$ cat src/rtl/interrupt_controller.sv
// Interrupt sequencer: drains the pipeline, pushes return PC and flags, fetches the vector, redirects fetch.
// Minimum latency: edge to pc_load is 9 cycles; DRAIN waits while mem_busy is high.
module interrupt_controller #(
  parameter int          DRAIN_CYCLES = 3,
  parameter logic [15:0] VECTOR_ADDR  = 16'h0000
) (
  input  logic        clk,
  input  logic        rst,
  input  logic        interrupt_signal,
  input  logic [31:0] pc_next,
  input  logic        pc_redirect,
  input  logic [31:0] pc_redirect_value,
  input  logic [2:0]  flags,
  input  logic        mem_busy,
  input  logic [15:0] vec_data,
  output logic        stall_fetch,
  output logic        flush_dec,
  output logic        mem_grant,
  output logic        mem_push,
  output logic        mem_read,
  output logic [15:0] mem_addr,
  output logic [15:0] mem_wdata,
  output logic        pc_load,
  output logic [31:0] pc_load_value,
  output logic        int_active
);

  typedef enum logic [2:0] {
    IDLE, DRAIN, PUSH_HI, PUSH_LO, PUSH_FL, RD_HI, RD_LO, LOAD
  } state_t;

  localparam int          CW        = $clog2(DRAIN_CYCLES + 2);
  localparam logic [CW-1:0] DRAIN_MAX = CW'(DRAIN_CYCLES);
  localparam logic [15:0] VEC_LO    = VECTOR_ADDR + 16'd1;

  state_t        state;
  state_t        state_nxt;
  logic          irq_prev;
  logic          armed;
  logic          pending;
  logic [CW-1:0] cnt;
  logic [31:0]   ret_pc;
  logic [31:0]   ret_pc_nxt;
  logic [2:0]    flags_q;
  logic [15:0]   vec_hi;

  logic          irq_edge;
  logic          drain_done;
  logic          push_nxt;
  logic          read_nxt;
  logic [15:0]   wdata_nxt;
  logic [15:0]   addr_nxt;

  // armed stays low for the first cycle after reset so a level held through reset is not an edge
  assign irq_edge   = armed & interrupt_signal & ~irq_prev;
  assign drain_done = (cnt >= DRAIN_MAX) & ~mem_busy;

  always_comb begin
    state_nxt  = state;
    ret_pc_nxt = ret_pc;
    case (state)
      IDLE: begin
        if (irq_edge || pending) begin
          state_nxt  = DRAIN;
          ret_pc_nxt = pc_next;
        end
      end
      DRAIN: begin
        if (pc_redirect) ret_pc_nxt = pc_redirect_value;
        if (drain_done) state_nxt = PUSH_HI;
      end
      PUSH_HI: state_nxt = PUSH_LO;
      PUSH_LO: state_nxt = PUSH_FL;
      PUSH_FL: state_nxt = RD_HI;
      RD_HI:   state_nxt = RD_LO;
      RD_LO:   state_nxt = LOAD;
      LOAD:    state_nxt = IDLE;
      default: state_nxt = IDLE;
    endcase
  end

  // Output values for the state being entered, so the outputs come straight from flops
  always_comb begin
    push_nxt  = 1'b0;
    read_nxt  = 1'b0;
    wdata_nxt = 16'h0000;
    addr_nxt  = 16'h0000;
    case (state_nxt)
      PUSH_HI: begin push_nxt = 1'b1; wdata_nxt = ret_pc_nxt[31:16];    end
      PUSH_LO: begin push_nxt = 1'b1; wdata_nxt = ret_pc_nxt[15:0];     end
      PUSH_FL: begin push_nxt = 1'b1; wdata_nxt = {13'b0, flags_q};     end
      RD_HI:   begin read_nxt = 1'b1; addr_nxt  = VECTOR_ADDR;          end
      RD_LO:   begin read_nxt = 1'b1; addr_nxt  = VEC_LO;               end
      default: ;
    endcase
  end

  always_ff @(posedge clk) begin
    if (rst) begin
      state       <= IDLE;
      irq_prev    <= 1'b0;
      armed       <= 1'b0;
      pending     <= 1'b0;
      cnt         <= '0;
      ret_pc      <= 32'h0;
      flags_q     <= 3'b0;
      vec_hi      <= 16'h0;
      stall_fetch <= 1'b0;
      flush_dec   <= 1'b0;
      mem_grant   <= 1'b0;
      mem_push    <= 1'b0;
      mem_read    <= 1'b0;
      mem_addr    <= 16'h0;
      mem_wdata   <= 16'h0;
      pc_load     <= 1'b0;
      int_active  <= 1'b0;
    end else begin
      irq_prev <= interrupt_signal;
      armed    <= 1'b1;
      state    <= state_nxt;
      ret_pc   <= ret_pc_nxt;

      if (state == IDLE && state_nxt == DRAIN)
        pending <= 1'b0;
      else if (state != IDLE && irq_edge)
        pending <= 1'b1;

      if (state_nxt == DRAIN) begin
        if (state != DRAIN)
          cnt <= CW'(1);
        else if (cnt < DRAIN_MAX)
          cnt <= cnt + CW'(1);
      end

      if (state == DRAIN && state_nxt == PUSH_HI)
        flags_q <= flags;
      if (state == RD_LO)
        vec_hi <= vec_data;

      stall_fetch <= (state_nxt != IDLE);
      flush_dec   <= (state_nxt != IDLE);
      int_active  <= (state_nxt != IDLE);
      mem_grant   <= push_nxt | read_nxt;
      mem_push    <= push_nxt;
      mem_read    <= read_nxt;
      mem_wdata   <= wdata_nxt;
      mem_addr    <= addr_nxt;
      pc_load     <= (state_nxt == LOAD);
    end
  end

  // Low vector word arrives on vec_data in the LOAD cycle itself
  assign pc_load_value = pc_load ? {vec_hi, vec_data} : 32'h0;

endmodule

$ cat config.mk
export PLATFORM = sky130hd
export DESIGN_NAME = interrupt_controller
export DESIGN_NICKNAME = d
export VERILOG_FILES = /design/src/rtl/interrupt_controller.sv
export SDC_FILE = /design/constraint.sdc
export NUM_CORES = 1
export LEC_CHECK = 0
export CAP_MARGIN = 20
export CORE_UTILIZATION = 30
export CTS_CLUSTER_SIZE = 14
export DETAILED_ROUTE_END_ITERATION = 16
export PLACE_DENSITY = 0.73
export RECOVER_POWER = 25
export SYNTH_ARGS = -nofsm -noshare
export SYNTH_HDL_FRONTEND = slang
export SYNTH_SLANG_ARGS = --single-unit
$ cat constraint.sdc
create_clock -name clk -period 1.7 [get_ports clk]
set_input_delay 0.34 -clock clk [delete_from_list [all_inputs] [get_ports clk]]
set_output_delay 0.34 -clock clk [all_outputs]
set_load 0.005 [all_outputs]
# Word-level counts from Yosys, hierarchy flattened
# Cells that the tools add are included.
# totals
regBits	97
inputBits	88
output_inout_bits	71
word_cells	65
# classes
add_sub_neg	1
magnitude_cmp	2
eq_ne	15
muxes	14
n_bitwise	6
reduce_logical	12
# ops
cell	count
$mux 32	3
$pmux 32 s2	1
$pmux 16 s3	1
$eq 3x3->1 const B	8
$pmux 3 s8	1
$eq 3x2->1 const B	4
$mux 3	4
$eq 3x1->1 const B	2
$reduce_bool 3->1	2
$mux 1	4
$reduce_or 2->1	2
$add 3x1->3 const B	1
$and 1x1->1	3
$ge 3x2->1 const B	1
$logic_and 1x1->1	3
$logic_not 3->1	1
$lt 3x2->1 const B	1
$ne 3x1->1 const B	1
$reduce_or 3->1	1
$not 1->1	2
$reduce_and 2->1	1
$reduce_bool 2->1	1
$logic_or 1x1->1	1
$or 1x1->1	1

# Logic depth before layout (Yosys ltp)
# logic_depth
depth_word	9
ltp_mapped	7
depth_no_buf	6

# Worst setup path after synthesis
# Ideal clock, no wire load.
# synth_timing
kind	reg2reg
start	register cnt[0]
end	register mem_wdata[7]
arrival_ns	1.650
t_required_ns	1.572
path_slack_ns	-0.078
path_stages_with_launch	8
period_less_slack_ns	1.778
path_cell_list	dfxtp_1 -> ha_1 -> ha_1 -> a211oi_2 -> nor3_1 -> o21ai_1 -> clkbuf_1 -> nor2_1
# synth_between
elab_chain_cells	6
# synth_rtl
item	line	rtl
start, declared	41	logic [CW-1:0] cnt;
start signal, assigned	132	cnt <= cnt + CW'(1);
$ge 3x2->1 *	56	assign drain_done = (cnt >= DRAIN_MAX) & ~mem_busy;
$and 1x1->1 *	56	
$mux 3 *	70	if (drain_done) state_nxt = PUSH_HI;
$pmux 3 s8 *	61	case (state)
$eq 3x3->1 or $eq 3x2->1 (tied branches)	88	case (state_nxt)
$pmux 16 s3 *	88	
end signal, assigned	146	mem_wdata <= wdata_nxt;
end, declared	22	output logic [15:0] mem_wdata,
# Mark *: on every way between the ends. The rest lies on a longest branch, timed or not.
# A chain may end at the register's enable or synchronous reset.

==> results.yml <==
logic_synthesis:
  syn_area_per_cell_um2: 8.52
  synth_top_family_by_area: "simple AND/OR/NAND/NOR gates"
  synthesis.area_mm2: 0.00390
  synth_cells: 458
  synth_compound_area_share_pct: 21.8
  ys_seq_area_share_pct: 42.1
  synthMuxAreaShare_pct: 2.34
  ys.flop_type: "dfxtp_1"
  synth-edff-count: 0
  async_flop_share_pct: 0
  yosysWarnings: 0
  synth_fa_ha_area_share_pct: 0.642
  synth_cell_type_count: 49
  synth-xor-area-share_pct: 0.225
  synthSimpleGateAreaFrac_pct: 24.2
  ys_seq_elements: 82
timing:
  min_period_ns: 1.65
  finClkSkew_ns: 0.00598
  worst_slew_pin_slew_ns: 0.681
  hold_slack_ns: 0.449
  slew_headroom_pct: 54.6
  rsz0062_at_grt: "no"
  hold_violations: 0
  max_freq_mhz: 606
  fin_ws_ns: 0.0501
  finalMaxSlewViolations: 0
  setup_viol: 0
  fin_crit_sh_pct: 97.1
placed_design:
  io_buffers: 143
  place.gp.congestion: 0.828
  hpwl_um: 8600
  place_ws_ns: -0.396
critical_path:
  rr_worst_depth: 7
  critPathKind: "primary input to flop"
  crit_arrival_ns: 1.86
  r2r_start: "cnt[0]"
  start_kind: "primary input"
  crit_start: "rst"
  cp.required_ns: 1.91
  r2r_setup_slack_ns: 0.12
  r2r_end: "mem_wdata[7]"
  critPathMaxStageDelay_ns: 0.58
  cp-endpoint: "ret_pc[8]"
  path_cells: "dlygate4sd3_1 > buf_4 > clkinv_1 > buf_4 > o21a_4 > a221o_1"
  end_kind: "flop"
  crit_path_frequent_cell: "buf_4"
  cp_max_fo: 16
  cp_slowest_cell: "dlygate4sd3_1"
clocking:
  root_buffer: "clkbuf_16"
  cts-htree-levels: 3
  cts_buffers: 9
  clock_path_buffers: 2
  cts.sinks: 82
  clk_pin_slew_ns: 0.06
  clk_latency_ns: 0.33
  cts_tree: "done"
floorplan:
  core_area_mm2: 0.0127
  std_cell_rows: 41
  die_area_mm2: 0.0135
  io_pins: 159
  die_width_um: 116
  start_util_pct: 30.8
  fp.dieH_um: 116
drt:
  vias: 3914
  drtAntennaViolNets: 0
  drtIter0Drc: 194
  wirelength_um: 11500
  drc: 0
  first_pass_iters: 4
  wl_per_cell_um: 14.5
  viasPerCell: 4.93
finish:
  area.growth.synth_to_final_pct: 54.0
  nNetsFinal: 708
  drive_gt1_share_pct: 12.9
  fillers: 1224
  antenna_cells: 0
global_routing:
  antenna_found_initial: 0
  grt_pass1_vias: 3743
  grt_overflow: 0
  grt_use_total_pct: 17.3
  grt_max_degree: 24
  grt_pass1_wl_um: 17900
power:
  power_density_mw_per_mm2: 779
  ir_drop_mv: 0.381
  power.total_w: 0.00468
  p_leak_nw: 2.51
flow_run:
  cap_violations: 0
outcome:
  outcome: "finished, final reports clean"
worst_hold_path:
  hold_path_class: "flop to flop"
worst max-delay path: cells and delay by family:
kind / cells / cell delay, ns
buffers and inverters: 4 / 0.97
AOI/OAI and AO/OA: 2 / 0.55
cells in the final DEF, fill, tap and decap left out, drive strengths merged, types with 2 or more instances in the layout:
cell type and instances:
dlygate4sd2 33, a32oi 7, nand2b 8, or2 6, and3 23, dfxtp 82
clkbuf 11, dlygate4sd3 12, inv 4, clkinv 3, a211oi 2, nor2 23
a21o 3, a21oi 40, buf 44, nand2 53, ha 2, nor4b 7
conb 15, o21ai 34, nor3 6, clkdlybuf4s50 97, o211ai 7, a221o 15
o21a 2, nand3 2, o22ai 19, mux2i 8, nor2b 7, and2 33
power breakdown:
part	leakage (nW)	switching, W	internal (W)	total (W)
clock	0.148	0.000757	0.00121	0.00197
combinational	1.69	0.000277	0.000375	0.000652
sequential	0.668	0.0000541	0.00200	0.00206
total	2.51	0.00109	0.00359	0.00468
logic make-up after synthesis:
kind of cell               after synthesis
and+or+nand+nor                        174
AOI/OAI and AO/OA                      132
DFF                                     82
buffers and inverters                   57
muxes                                    9
adders and majority gates                2
other                                    1
xor gates and xnor gates                 1
worst min-delay path by stage:
| stage | end | from | cells past startpoint |
|---|---|---|---|
| finish | vec_hi[14] | vec_hi[14] | 2 |
| floorplan | ret_pc[22] | ret_pc[22] | 1 |
| global placement | vec_hi[9] | vec_hi[9] | 2 |
| detailed placement | vec_hi[14] | vec_hi[14] | 2 |
| global route | vec_hi[8] | vec_hi[8] | 2 |
| CTS | vec_hi[14] | vec_hi[14] | 2 |
registers in the layout, summed over array words and instances, names as in the netlist:
| name | cells |
|---|---|
| armed | 1 |
| cnt | 3 |
| flags_q | 3 |
| int_active | 1 |
| irq_prev | 1 |
| mem_addr | 1 |
| mem_grant | 1 |
| mem_push | 1 |
| mem_read | 1 |
| mem_wdata | 16 |
| pc_load | 1 |
| pending | 1 |
| ret_pc | 32 |
| state | 3 |
| vec_hi | 16 |
synth_stat cells, drive strengths merged (15+ instances only):
library cell,n,area (um2)
and2,33,206
a21oi,40,200
nor2,23,103
a221o,15,150
dfxtp,82,1640
and3,23,144
o22ai,19,119
buf,31,240
o21ai,34,174
nand2,53,199
clkbuf,21,80.1
metal layers:
metal,GRT usage [%],part of all wire (%)
met2,31.5,49
met1,19.1,42
met5,0,0
met3,4.29,7.0
met4,6.92,1.7
metrics by stage:
step           setup TNS [ns]  std cells  area, um2  utilization, %
3_5_place_dp           -12.38        777       5640            44.5
4_1_cts                     0        794       5960            47.1
6_report                    0        794       6000            47.4
3_3_place_gp           -10.67        777       5640            44.5
5_1_grt                     0        794       6000            47.4
2_1_floorplan               0        472       3950               -
final cells by class:
class / instances / area, um2 / area share (%)
repair buffers: 187 / 1790 / 29.9
clock buffers: 11 / 253 / 4.21
inverters: 5 / 18.8 / 0.313
flip-flops and latches: 82 / 1650 / 27.4
multi-input cells: 333 / 2020 / 33.7
well taps: 172 / 215 / 3.58
clock inverters: 4 / 51.3 / 0.854
timing repair:
action,CTS,global route
setup buffers,0,1
setup endpoints to repair,59,23
cloned,2,0
hold buffers,0,0
pin swaps,3,2
gates resized for setup,41,10
endpoints found under the hold margin,0,0
(Power assumes the default switching activity.)
